--- src/rtl/i2c_bus_arbiter_pkg.sv ---
// Shared definitions for the I2C bus arbiter: bus field widths, the ADV7513
// device address and the arbiter FSM state encoding.
package i2c_bus_arbiter_pkg;

    localparam int I2C_ADDR_W = 8;
    localparam int I2C_DATA_W = 16;

    // ADV7513 HDMI transmitter, 8-bit write address
    localparam logic [I2C_ADDR_W-1:0] ADV7513_ADDR = 8'h72;

    typedef enum logic [2:0] {
        ST_IDLE,
        ST_ISSUE,
        ST_WAIT_BUSY,
        ST_WAIT_DONE,
        ST_REPORT
    } arb_state_e;

endpackage

--- src/rtl/i2c_bus_arbiter_if.sv ---
// Bundle between the init sequencers / i2c_controller and the arbiter.
//   req, req_dev_addr, req_reg_data : requester side, per-requester slices
//   grant, done, nack, timeout      : per-requester status back to requesters
//   i2c_start/dev_addr/reg_data     : command to i2c_controller
//   i2c_ready, i2c_ack              : status from i2c_controller
//   busy                            : arbiter not idle
// master = arbiter view, slave = requesters + controller view.
interface i2c_bus_arbiter_if #(
    parameter int NUM_REQ = 2
);
    import i2c_bus_arbiter_pkg::*;

    logic [NUM_REQ-1:0]            req;
    logic [NUM_REQ*I2C_ADDR_W-1:0] req_dev_addr;
    logic [NUM_REQ*I2C_DATA_W-1:0] req_reg_data;
    logic [NUM_REQ-1:0]            grant;
    logic [NUM_REQ-1:0]            done;
    logic [NUM_REQ-1:0]            nack;
    logic [NUM_REQ-1:0]            timeout;
    logic                          i2c_start;
    logic [I2C_ADDR_W-1:0]         i2c_dev_addr;
    logic [I2C_DATA_W-1:0]         i2c_reg_data;
    logic                          i2c_ready;
    logic                          i2c_ack;
    logic                          busy;

    modport master (
        input  req, req_dev_addr, req_reg_data, i2c_ready, i2c_ack,
        output grant, done, nack, timeout, i2c_start, i2c_dev_addr, i2c_reg_data, busy
    );

    modport slave (
        output req, req_dev_addr, req_reg_data, i2c_ready, i2c_ack,
        input  grant, done, nack, timeout, i2c_start, i2c_dev_addr, i2c_reg_data, busy
    );

endinterface

--- src/rtl/i2c_bus_arbiter_rr_arbiter.sv ---
// Combinational round-robin picker.
//   req    : pending request bits
//   rr_ptr : highest-priority index for this pick
//   sel    : first requester at or after rr_ptr (modulo NUM_REQ)
//   valid  : at least one request pending
module i2c_bus_arbiter_rr_arbiter #(
    parameter int NUM_REQ = 2,
    parameter int PTR_W   = 1
) (
    input  logic [NUM_REQ-1:0] req,
    input  logic [PTR_W-1:0]   rr_ptr,
    output logic [PTR_W-1:0]   sel,
    output logic               valid
);

    // Walk the priority order backwards so the last hit, i.e. the one
    // closest to rr_ptr, is what remains in sel.
    always_comb begin
        sel   = '0;
        valid = 1'b0;
        for (int k = NUM_REQ - 1; k >= 0; k--) begin
            if (req[(int'(rr_ptr) + k) % NUM_REQ]) begin
                sel   = PTR_W'((int'(rr_ptr) + k) % NUM_REQ);
                valid = 1'b1;
            end
        end
    end

endmodule

--- src/rtl/i2c_bus_arbiter.sv ---
// Shares one i2c_controller between NUM_REQ register-write requesters.
// Round-robin grant, latches the winner's address/data, pulses start for
// START_HOLD cycles, follows ready low->high and reports done/nack/timeout.
//   clk_in    : divided I2C state clock
//   reset_not : synchronous active-low reset
//   bus       : requester and controller signals (master modport)
module i2c_bus_arbiter
    import i2c_bus_arbiter_pkg::*;
#(
    parameter int NUM_REQ    = 2,
    parameter int START_HOLD = 2,
    parameter int TIMEOUT    = 64
) (
    input logic               clk_in,
    input logic               reset_not,
    i2c_bus_arbiter_if.master bus
);

    localparam int PTR_W  = (NUM_REQ > 1) ? $clog2(NUM_REQ) : 1;
    localparam int HOLD_W = $clog2(START_HOLD + 1);

    arb_state_e              state, state_n;
    logic [NUM_REQ-1:0]      grant, grant_n, done, done_n;
    logic [NUM_REQ-1:0]      nack, nack_n, tmo, tmo_n;
    logic                    start, start_n;
    logic [I2C_ADDR_W-1:0]   dev, dev_n;
    logic [I2C_DATA_W-1:0]   data, data_n;
    logic [PTR_W-1:0]        cur, cur_n, rr_ptr, rr_ptr_n;
    logic [HOLD_W-1:0]       hold, hold_n;
    logic [7:0]              to_cnt, to_cnt_n;
    logic [PTR_W-1:0]        pick;
    logic                    pick_vld;

    i2c_bus_arbiter_rr_arbiter #(
        .NUM_REQ (NUM_REQ),
        .PTR_W   (PTR_W)
    ) u_rr (
        .req    (bus.req),
        .rr_ptr (rr_ptr),
        .sel    (pick),
        .valid  (pick_vld)
    );

    always_ff @(posedge clk_in) begin
        if (!reset_not) begin
            state  <= ST_IDLE;
            grant  <= '0;
            done   <= '0;
            nack   <= '0;
            tmo    <= '0;
            start  <= 1'b0;
            dev    <= '0;
            data   <= '0;
            cur    <= '0;
            rr_ptr <= '0;
            hold   <= '0;
            to_cnt <= '0;
        end else begin
            state  <= state_n;
            grant  <= grant_n;
            done   <= done_n;
            nack   <= nack_n;
            tmo    <= tmo_n;
            start  <= start_n;
            dev    <= dev_n;
            data   <= data_n;
            cur    <= cur_n;
            rr_ptr <= rr_ptr_n;
            hold   <= hold_n;
            to_cnt <= to_cnt_n;
        end
    end

    // Next-state logic. All outputs are registered, so status pulses are
    // raised on the transition into REPORT and cleared on the way out.
    always_comb begin
        state_n  = state;
        grant_n  = grant;
        done_n   = '0;
        nack_n   = '0;
        tmo_n    = '0;
        start_n  = 1'b0;
        dev_n    = dev;
        data_n   = data;
        cur_n    = cur;
        rr_ptr_n = rr_ptr;
        hold_n   = hold;
        to_cnt_n = to_cnt;

        case (state)
            ST_IDLE: begin
                if (pick_vld && bus.i2c_ready) begin
                    state_n        = ST_ISSUE;
                    grant_n        = '0;
                    grant_n[pick]  = 1'b1;
                    cur_n          = pick;
                    dev_n          = bus.req_dev_addr[int'(pick)*I2C_ADDR_W +: I2C_ADDR_W];
                    data_n         = bus.req_reg_data[int'(pick)*I2C_DATA_W +: I2C_DATA_W];
                    hold_n         = '0;
                    to_cnt_n       = '0;
                end
            end

            ST_ISSUE, ST_WAIT_BUSY, ST_WAIT_DONE: begin
                to_cnt_n = to_cnt + 8'd1;
                // A hung controller wins over a ready edge in the same cycle.
                if (to_cnt == 8'(TIMEOUT)) begin
                    state_n    = ST_REPORT;
                    done_n[cur] = 1'b1;
                    tmo_n[cur]  = 1'b1;
                end else begin
                    case (state)
                        ST_ISSUE: begin
                            // First ISSUE cycle only arms start; it is then
                            // high for exactly START_HOLD cycles.
                            if (hold < HOLD_W'(START_HOLD)) begin
                                start_n = 1'b1;
                                hold_n  = hold + HOLD_W'(1);
                            end else begin
                                state_n = ST_WAIT_BUSY;
                            end
                        end
                        ST_WAIT_BUSY: begin
                            if (!bus.i2c_ready) state_n = ST_WAIT_DONE;
                        end
                        default: begin
                            if (bus.i2c_ready) begin
                                state_n     = ST_REPORT;
                                done_n[cur] = 1'b1;
                                nack_n[cur] = !bus.i2c_ack;
                            end
                        end
                    endcase
                end
            end

            ST_REPORT: begin
                state_n = ST_IDLE;
                grant_n = '0;
                if (int'(cur) == NUM_REQ - 1) rr_ptr_n = '0;
                else                          rr_ptr_n = cur + PTR_W'(1);
            end

            default: state_n = ST_IDLE;
        endcase
    end

    assign bus.grant        = grant;
    assign bus.done         = done;
    assign bus.nack         = nack;
    assign bus.timeout      = tmo;
    assign bus.i2c_start    = start;
    assign bus.i2c_dev_addr = dev;
    assign bus.i2c_reg_data = data;
    assign bus.busy         = (state != ST_IDLE);

endmodule

--- src/flat_wrapper.sv ---
// flat-port wrapper written by rule: the top's interface ports become plain ports
module i2c_bus_arbiter_flat import i2c_bus_arbiter_pkg::*;
#(
    parameter int NUM_REQ    = 2,
    parameter int START_HOLD = 2,
    parameter int TIMEOUT    = 64
)
  (clk_in, reset_not, bus_req, bus_req_dev_addr, bus_req_reg_data, bus_i2c_ready, bus_i2c_ack, bus_grant, bus_done, bus_nack, bus_timeout, bus_i2c_start, bus_i2c_dev_addr, bus_i2c_reg_data, bus_busy);
  i2c_bus_arbiter_if #(.NUM_REQ(NUM_REQ)) bus_i ();
  input logic clk_in;
  input logic reset_not;
  input wire logic [$bits(bus_i.req)-1:0] bus_req;
  input wire logic [$bits(bus_i.req_dev_addr)-1:0] bus_req_dev_addr;
  input wire logic [$bits(bus_i.req_reg_data)-1:0] bus_req_reg_data;
  input wire logic [$bits(bus_i.i2c_ready)-1:0] bus_i2c_ready;
  input wire logic [$bits(bus_i.i2c_ack)-1:0] bus_i2c_ack;
  output wire logic [$bits(bus_i.grant)-1:0] bus_grant;
  output wire logic [$bits(bus_i.done)-1:0] bus_done;
  output wire logic [$bits(bus_i.nack)-1:0] bus_nack;
  output wire logic [$bits(bus_i.timeout)-1:0] bus_timeout;
  output wire logic [$bits(bus_i.i2c_start)-1:0] bus_i2c_start;
  output wire logic [$bits(bus_i.i2c_dev_addr)-1:0] bus_i2c_dev_addr;
  output wire logic [$bits(bus_i.i2c_reg_data)-1:0] bus_i2c_reg_data;
  output wire logic [$bits(bus_i.busy)-1:0] bus_busy;
  assign bus_i.req = bus_req;
  assign bus_i.req_dev_addr = bus_req_dev_addr;
  assign bus_i.req_reg_data = bus_req_reg_data;
  assign bus_i.i2c_ready = bus_i2c_ready;
  assign bus_i.i2c_ack = bus_i2c_ack;
  assign bus_grant = bus_i.grant;
  assign bus_done = bus_i.done;
  assign bus_nack = bus_i.nack;
  assign bus_timeout = bus_i.timeout;
  assign bus_i2c_start = bus_i.i2c_start;
  assign bus_i2c_dev_addr = bus_i.i2c_dev_addr;
  assign bus_i2c_reg_data = bus_i.i2c_reg_data;
  assign bus_busy = bus_i.busy;
  i2c_bus_arbiter #(.NUM_REQ(NUM_REQ), .START_HOLD(START_HOLD), .TIMEOUT(TIMEOUT)) u_core (.clk_in(clk_in), .reset_not(reset_not), .bus(bus_i));
endmodule
--- config.mk ---
export PLATFORM = sky130hd
export DESIGN_NAME = i2c_bus_arbiter_flat
export DESIGN_NICKNAME = d
export VERILOG_FILES = /design/src/rtl/i2c_bus_arbiter_pkg.sv /design/src/rtl/i2c_bus_arbiter_if.sv /design/src/rtl/i2c_bus_arbiter_rr_arbiter.sv /design/src/rtl/i2c_bus_arbiter.sv /design/src/flat_wrapper.sv
export SDC_FILE = /design/constraint.sdc
export NUM_CORES = 1
export LEC_CHECK = 0
export BUFFER_PORTS_ARGS = -buffer_cell sky130_fd_sc_hd__buf_2
export CAP_MARGIN = 20
export CORE_ASPECT_RATIO = 0.8
export CORE_MARGIN = 1.5
export CORE_UTILIZATION = 47
export CTS_CLUSTER_DIAMETER = 120
export CTS_CLUSTER_SIZE = 14
export DETAILED_ROUTE_END_ITERATION = 8
export PLACE_DENSITY = 0.79
export REMOVE_ABC_BUFFERS = 1
export SLEW_MARGIN = 25
export SYNTH_ARGS = -nofsm -noshare
export SYNTH_HDL_FRONTEND = slang
export SYNTH_SLANG_ARGS = --single-unit
--- constraint.sdc ---
create_clock -name clk_in -period 2.2 [get_ports clk_in]
set_input_delay 0.11 -clock clk_in [delete_from_list [all_inputs] [get_ports clk_in]]
set_output_delay 0.11 -clock clk_in [all_outputs]
set_load 0.01 [all_outputs]
==> out/qor.txt <==
Outcome = finished clean
Async set or reset register ratio after synthesis = 0%
Cell area after synthesis = 2070 um^2
Instance count of the mapped netlist = 222
Ys flop type = dfxtp_1
Final hold vios = 0
Crit path kind = reg2reg
Die height = 62.4 um
Number of distinct library cells after synthesis = 39
Slew of the pin with the lowest slew margin = 0.656 ns
Slew HR = 56.2%
Synth Register Bits = 48
TritonCTS Buffers = 5
Worst EP arrival = 1.94 ns
Worst VDD drop = 418 uV
Postcts setup bufs = 0
Detail Route met3 WL = 201 um
Crit path required time = 2.39 ns
PwrDens = 714 nW/um^2
Initial antenna violation count = 0
Die Area = 4820 um^2
R2r setup slk = 0.46 ns
Final setup fails = 0
Drt total wl = 4.53 mm
GRT Overall Usage = 19.0%
Part of the Yosys area used for sequential elements = 46.3%
Area growth syn-to-layout = 26.8%
# diodes = 0
Startpoint Class = register
TritonRoute pass-1 iters = 4
Clock skew = 0.00703 ns
Hold WC Path Type = in2reg
Congestion Overflow GR = 0
Die width = 77.3 um
CTS clock-pin slew for the worst setup and hold paths = 0.08 ns
CTS tree = yes
Site row count = 21
DR iter-0 viols = 104
Crit Path Max Fanout = 8
IO Port Bufs = 87
I/O pin cnt = 88
GP Congestion = 0.879
Clock Latency Late Sink = 0.29 ns
Commonest non-fill, non-tap cell in the layout = buf_2
Largest net degree at the start of global routing = 52
Vias in the first global route = 1597
Post-route setup TNS = 0 ns
Leakage power = 1.27 nW
Max Slew Vio Count = 0
Max layer used = met4
DRT antenna net count = 0
Ys Warns = 0
Worst setup EP type = register
Setup repair after global routing missed its margin = no
Metal2 WL = 2.15 mm
Net count, final = 361
DP HPWL = 3.36 mm
Total power = 1.88 mW
H-tree depth = 2
Highest Clock Rate = 573 MHz
Minimum clock period = 1.74 ns
Clock sink total = 48
Max-cap viol count = 0
WL per Instance = 12.5 um
Most frequent cells in the layout = buf_2, dfxtp_1, nor2_1
First-pass GRT wire length = 7.31 mm
Syn avg cell area = 9.34 um^2
CTS Buffer Depth = 2
Core area = 4200 um^2
Via density = 5.11
M1 WL = 2.12 mm
Vias after detailed routing = 1849
Post-synth EDFFs = 0
Crit share post-route = 79.3%
DRC errors left = 0
Final core area utilization = 62.6%
Share of layout cells above drive strength 1 = 33.8%
Initial Util = 49.3%
Root buffer cell = clkbuf_8
## final cells by class
type | count | area, um^2
timing repair buffer | 91 | 480
clock buffer | 6 | 72.6
clock inverter | 1 | 5.00
fill | 367 | 1570
sequential | 48 | 961
multi-input combinational | 153 | 1020
tap | 57 | 71.3
inverter | 6 | 22.5
## layer usage
layer,track usage [%],vias up
met2,30.5,50
li1,-,966
met3,4.38,4
met1,25.2,829
met5,0,-
met4,6.14,0
## power breakdown
| group | internal [mW] | switching (mW) | total, mW |
|---|---|---|---|
| Combinational | 0.188 | 0.227 | 0.415 |
| Sequential | 0.937 | 0.0392 | 0.977 |
| Clock | 0.216 | 0.270 | 0.486 |
## cell families (layout without fill, tap and decap cells)
logic type | Yosys count | after routing | synth area share, %
AOI/OAI and AO/OA | 54 | 54 | 18.2
xor gates and xnor gates | 1 | 1 | 0.422
adders and majority gates | 2 | 2 | 1.21
buffers and inverters | 21 | 104 | 4.89
DFF | 48 | 48 | 46.3
muxes | 27 | 27 | 13.2
and+or+nand+nor | 69 | 69 | 15.8
## synthesized netlist by cell type, types with 2 or more instances
cell type | instances | area share [%]
or2_1 | 2 | 0.60
or4_1 | 2 | 0.72
a211oi_1 | 24 | 8.7
inv_1 | 5 | 0.90
a21oi_1 | 10 | 2.4
dfxtp_1 | 48 | 46
mux2_2 | 3 | 1.6
mux2i_1 | 24 | 12
buf_6 | 2 | 1.1
nor3_1 | 5 | 1.2
clkbuf_1 | 7 | 1.3
nand2b_1 | 2 | 0.60
buf_2 | 6 | 1.4
and2_1 | 3 | 0.90
nor2_1 | 31 | 5.6
or3_1 | 2 | 0.60
nor4_1 | 2 | 0.60
nand2_1 | 10 | 1.8
nand3_1 | 5 | 1.2
o21ai_0 | 6 | 1.4
ha_1 | 2 | 1.2
a31oi_1 | 3 | 0.90
o311ai_0 | 2 | 0.84
## final timing paths
kind	start	to	depth (start not counted)
max reg2reg	u_core.state[0]$_SDFFE_PN0P_	u_core.bus.grant[0]$_SDFFE_PN0P_	4
min reg2reg	u_core.bus.grant[1]$_SDFFE_PN0P_	u_core.bus.grant[1]$_SDFFE_PN0P_	2
max	u_core.state[0]$_SDFFE_PN0P_	u_core.bus.grant[0]$_SDFFE_PN0P_	4
min	reset_not	u_core.bus.grant[0]$_SDFFE_PN0P_	2
## worst max-delay path, stage by stage, from the launching register on
cell and delay, ns:
dfxtp_1 0.37, or3_1 0.48, or2_1 0.38, or2_4 0.29, o2111a_1 0.13
## state kept, by name, summed over array words and instances, names as in the netlist
signal / count
u_core.bus.i2c_reg_data: 16
u_core.hold: 2
u_core.bus.grant: 2
u_core.rr_ptr: 1
u_core.bus.done: 2
u_core.bus.timeout: 2
u_core.bus.nack: 2
u_core.state: 3
u_core.to_cnt: 8
u_core.bus.i2c_dev_addr: 8
u_core.cur: 1
u_core.bus.i2c_start: 1
## per-stage QoR
| step | hold WS, ns | setup WS [ns] | cell area [um^2] | instances |
|---|---|---|---|---|
| detailed placement | 0.295 | 0.474 | 2540 | 354 |
| CTS | 0.122 | 0.466 | 2630 | 362 |
| floorplan | 0.189 | -0.0669 | 2000 | 207 |
| finish | 0.134 | 0.456 | 2630 | 362 |
| global placement | 0.302 | 0.510 | 2540 | 354 |
| global route | 0.127 | 0.345 | 2630 | 362 |
## what timing repair did
action	in CTS	in global routing
resized for setup	0	0
hold endpoints to repair	2	0
hold buffers	1	0
setup endpoints to repair	0	0
No activity file was read; power rests on OpenSTA's default activity.
